**src/rtl/hazard3_regfile_dbg_arb.sv**
```systemverilog
// Clears the Hazard3 register file after reset, then arbitrates its ports between the core
// pipeline and the debug module's abstract register accesses (granted only while halted).
module hazard3_regfile_dbg_arb #(
  parameter int N_REGS = 16,
  parameter int W_DATA = 32,
  parameter int W_ADDR = 5
) (
  input  logic              clk,
  input  logic              rst,
  input  logic              core_halted,
  input  logic [W_ADDR-1:0] core_raddr1,
  input  logic [W_ADDR-1:0] core_raddr2,
  input  logic [W_ADDR-1:0] core_waddr,
  input  logic [W_DATA-1:0] core_wdata,
  input  logic              core_wen,
  output logic              rf_busy,
  input  logic              dbg_req_valid,
  output logic              dbg_req_ready,
  input  logic              dbg_req_write,
  input  logic [W_ADDR-1:0] dbg_req_addr,
  input  logic [W_DATA-1:0] dbg_req_wdata,
  output logic              dbg_rsp_valid,
  input  logic              dbg_rsp_ready,
  output logic [W_DATA-1:0] dbg_rsp_rdata,
  output logic              dbg_rsp_err,
  output logic [W_ADDR-1:0] rf_raddr1,
  output logic [W_ADDR-1:0] rf_raddr2,
  output logic [W_ADDR-1:0] rf_waddr,
  output logic [W_DATA-1:0] rf_wdata,
  output logic              rf_wen,
  input  logic [W_DATA-1:0] rf_rdata1
);

  localparam int W_CNT = (N_REGS > 1) ? $clog2(N_REGS) : 1;
  localparam logic [W_CNT-1:0] CNT_LAST = W_CNT'(N_REGS - 1);

  typedef enum logic [2:0] {INIT, IDLE, EXEC, RD_WAIT, RSP} state_t;

  state_t            state;
  logic [W_CNT-1:0]  cnt;
  logic              req_write;
  logic [W_ADDR-1:0] req_addr;
  logic [W_DATA-1:0] req_wdata;
  logic              req_fire;
  logic              req_oob;

  assign dbg_req_ready = (state == IDLE) && core_halted && !rst;
  assign req_fire      = dbg_req_valid && dbg_req_ready;
  assign req_oob       = 32'(dbg_req_addr) >= N_REGS;

  always_ff @(posedge clk) begin
    if (rst) begin
      state         <= INIT;
      cnt           <= '0;
      req_write     <= 1'b0;
      req_addr      <= '0;
      req_wdata     <= '0;
      dbg_rsp_valid <= 1'b0;
      dbg_rsp_rdata <= '0;
      dbg_rsp_err   <= 1'b0;
    end else begin
      case (state)
        INIT: begin
          cnt <= cnt + 1'b1;
          if (cnt == CNT_LAST) begin
            cnt   <= '0;
            state <= IDLE;
          end
        end
        IDLE: begin
          if (req_fire) begin
            req_write <= dbg_req_write;
            req_addr  <= dbg_req_addr;
            req_wdata <= dbg_req_wdata;
            if (req_oob) begin
              dbg_rsp_err   <= 1'b1;
              dbg_rsp_valid <= 1'b1;
              state         <= RSP;
            end else begin
              state <= EXEC;
            end
          end
        end
        EXEC: begin
          if (req_write) begin
            dbg_rsp_valid <= 1'b1;
            state         <= RSP;
          end else begin
            state <= RD_WAIT;
          end
        end
        RD_WAIT: begin
          // x0 reads as zero regardless of what the regfile array holds
          dbg_rsp_rdata <= (req_addr == '0) ? '0 : rf_rdata1;
          dbg_rsp_valid <= 1'b1;
          state         <= RSP;
        end
        RSP: begin
          if (dbg_rsp_ready) begin
            dbg_rsp_valid <= 1'b0;
            dbg_rsp_rdata <= '0;
            dbg_rsp_err   <= 1'b0;
            state         <= IDLE;
          end
        end
        default: state <= INIT;
      endcase
    end
  end

  // While rst is held the ports already look like the first clear cycle
  always_comb begin
    rf_raddr1 = core_raddr1;
    rf_raddr2 = core_raddr2;
    rf_waddr  = core_waddr;
    rf_wdata  = core_wdata;
    rf_wen    = 1'b0;
    rf_busy   = 1'b1;
    if (rst) begin
      rf_waddr = '0;
      rf_wdata = '0;
      rf_wen   = 1'b1;
    end else begin
      case (state)
        INIT: begin
          rf_waddr = W_ADDR'(cnt);
          rf_wdata = '0;
          rf_wen   = 1'b1;
        end
        IDLE: begin
          rf_wen  = core_wen;
          rf_busy = 1'b0;
        end
        EXEC: begin
          if (req_write) begin
            rf_waddr = req_addr;
            rf_wdata = req_wdata;
            rf_wen   = (req_addr != '0);
          end else begin
            rf_raddr1 = req_addr;
          end
        end
        default: ;
      endcase
    end
  end

endmodule

```
**config.mk**
```make
export PLATFORM = sky130hd
export DESIGN_NAME = hazard3_regfile_dbg_arb
export DESIGN_NICKNAME = d
export VERILOG_FILES = /design/src/rtl/hazard3_regfile_dbg_arb.sv
export SDC_FILE = /design/constraint.sdc
export NUM_CORES = 1
export LEC_CHECK = 0
export CORE_AREA = 4 4 99 101
export CTS_CLUSTER_DIAMETER = 80
export CTS_CLUSTER_SIZE = 20
export DETAILED_ROUTE_END_ITERATION = 8
export DIE_AREA = 0 0 103 105
export GPL_ROUTABILITY_DRIVEN = 0
export PLACE_DENSITY = 0.85
export SYNTH_ARGS = -nofsm -noshare
export SYNTH_HDL_FRONTEND = slang
export SYNTH_SLANG_ARGS = --single-unit
```
**constraint.sdc**
```tcl
create_clock -name clk -period 2.4 [get_ports clk]
set_input_delay 0.36 -clock clk [delete_from_list [all_inputs] [get_ports clk]]
set_output_delay 0.36 -clock clk [all_outputs]
set_load 0.03 [all_outputs]
```
==> flow_summary.yaml <==
route:
  vias: 4131
  routed_wl_um: 12500
  route.detailed.drc: 0
  antenna_left: 0
  vias_per_cell: 5.55
  drtIter0Drc: 262
  dr.pass1.iters: 5
  wl_per_cell_um: 16.7
logic_synthesis:
  syn_inst: 453
  synth_fp_nets: 577
  synth-seq-cells: 79
  synth_flop_cell: "dfxtp_1"
  yosysTopAreaCell: "dfxtp_1"
  ys_top_cells_by_count: "a21oi_1, dfxtp_1, nand3_1"
  yosysSeqAreaShare_pct: 43.1
  netlist_area_um2: 3670
  synth.area.top_cells: "dfxtp_1, a21oi_1, nand3_1"
  synthArstFlopShare_pct: 0
  yosys_warnings: 0
  synth_edf_count: 0
  synth.distinct_cells: 39
  syn_avg_cell_area_um2: 8.10
  yosysTopAreaCellShare_pct: 43.1
floorplanning:
  initial_core_util_pct: 40.7
  die_h_um: 105
  io_pins: 207
  die_width_um: 103
  dieArea_um2: 10800
  num_rows: 35
  core_um2: 9020
layout:
  fin_cells: 744
  area_growth_pct: 59.9
  diodes: 0
  num-fill-cells: 742
  drive_gt1_share_pct: 14.4
  multi_input_area_um2: 1850
  fin_nets: 752
  seqCellArea_um2: 1580
clocking:
  cts_made_buffers: 9
  path_clk_slew_ns: 0.08
  clock-sinks: 79
  cts_root_buf: "clkbuf_8"
  holdBufCountCts: 0
  cts_max_level: 3
  clockBufferDepth: 2
  clkLatencyLatePin_ns: 0.35
  tritoncts: "yes"
critical_path:
  start_kind: "flip-flop"
  end_kind: "output pin"
  cp.arrival_ns: 1.90
  setup.worst_path.class: "flip-flop to output pin"
  cp_data_required_time_ns: 2.04
  critPathMaxFanout: 23
global_route:
  grt_overflow: 0
  grt_pass1_vias: 3923
  antenna_found_initial: 0
  grt_max_degree: 81
  grt.total_usage_pct: 21.6
  grt_pass1_wl_um: 19000
timing:
  fin_hold_ws_ns: 0.464
  slew_headroom_pct: 13.2
  fin_crit_sh_pct: 94.0
  fmax_mhz: 443
  min_period_ns: 2.26
  tns_ns: 0
  hold_viol_final: 0
  rsz0062_at_grt: "no"
  tightest_slew_ns: 1.30
  fin_skew_ns: 0.0108
  setup-violations-final: 0
  report.final.slew_viol_count: 0
placed_design:
  place_inst: 727
  port_buffers: 196
  dp_hpwl_um: 9260
hold_path:
  min_path_type: "input pin to flip-flop"
power:
  power_density_nw_per_um2: 479
  vdd_drop_max_mv: 0.231
  p_leak_uw: 0.00208
run:
  maxCapViolCount: 0
outcome:
  status: "completed"
[state kept, by name (all words and copies together), names as in the netlist]
register       count
req_addr           5
req_write          1
dbg_rsp_valid      1
dbg_rsp_err        1
req_wdata         32
cnt                4
state              3
dbg_rsp_rdata     32
[cell usage in the layout, fill, tap and decap left out, types with 5 or more instances in the layout]
cell | synthesis | final
o21ai_0 | 44 | 44
nand2_1 | 41 | 41
dlygate4sd2_1 | 0 | 5
clkbuf_8 | 0 | 9
a22o_1 | 33 | 33
mux2_2 | 5 | 5
nand3_1 | 75 | 75
clkdlybuf4s50_1 | 0 | 150
dfxtp_1 | 79 | 78
nor2_1 | 6 | 6
a21oi_1 | 79 | 79
buf_4 | 7 | 58
[final timing paths]
kind	from	slack [ns]	end	depth (start not counted)
max	state[2]$_SDFFE_PP0P_	0.14	rf_wdata[31]	6
min	rst	0.46	dbg_rsp_valid$_SDFFE_PP0P_	3
max reg2reg	state[2]$_SDFFE_PP0P_	0.24	dbg_rsp_rdata[14]$_SDFFE_PP0P_	4
min reg2reg	dbg_rsp_rdata[1]$_SDFFE_PP0P_	0.48	dbg_rsp_rdata[1]$_SDFFE_PP0P_	1
[what timing repair did]
action                                  4_1_cts  5_1_grt
pin swaps                                     0        1
endpoints found under the setup margin       29       37
gates resized for setup                       6        3
setup buffers                                 0        1
[where the power goes]
| group | internal, uW | switching, uW |
|---|---|---|
| clock network | 694 | 477 |
| logic | 198 | 116 |
| registers | 1310 | 7.19 |
| total | 2210 | 601 |
[per-stage QoR]
step | power, uW | setup WS (ns) | utilization [%] | area (um^2)
after floorplan | 1450 | 0.272 | - | 3670
after global placement | 1660 | 0.114 | 62.1 | 5600
after detailed placement | 1670 | 0.114 | 62.1 | 5600
after CTS | 2830 | 0.00643 | 64.7 | 5840
after global routing | 2910 | 0.0171 | 65.0 | 5860
final | 2810 | 0.144 | 65.0 | 5860
[worst max-delay path, stage by stage, from the launching register on]
cell and delay (ns):
dfxtp_1 0.38, buf_4 0.20, nand4bb_2 0.18, buf_4 0.28
nand3_1 0.11, a21oi_1 0.20, buf_4 0.20
[routing by layer]
layer,global-route usage (%),part of all wire [%]
met1,26.5,40
met2,37.6,49
met3,5.67,9.8
met4,4.44,1.3
met5,0,0
[final cells by class]
| cell class | count | share of cell area (%) |
|---|---|---|
| clock buffer | 11 | 2.24 |
| clock inverter | 5 | 1.81 |
| inverter | 3 | 0.192 |
| multi-input combinational | 318 | 31.5 |
| sequential | 79 | 27.0 |
| tap | 111 | 2.37 |
| timing repair buffer | 217 | 34.9 |
[cells by family (layout without fill, tap and decap cells)]
group | after synthesis | in the layout | share of synthesized area (%)
flops | 79 | 79 | 43.1
buf+inv | 56 | 236 | 7.40
compound gates | 169 | 169 | 27.9
simple gates | 143 | 143 | 19.7
mux | 5 | 5 | 1.54
fa+ha+maj | 1 | 1 | 0.341
(Power assumes the default switching activity.)
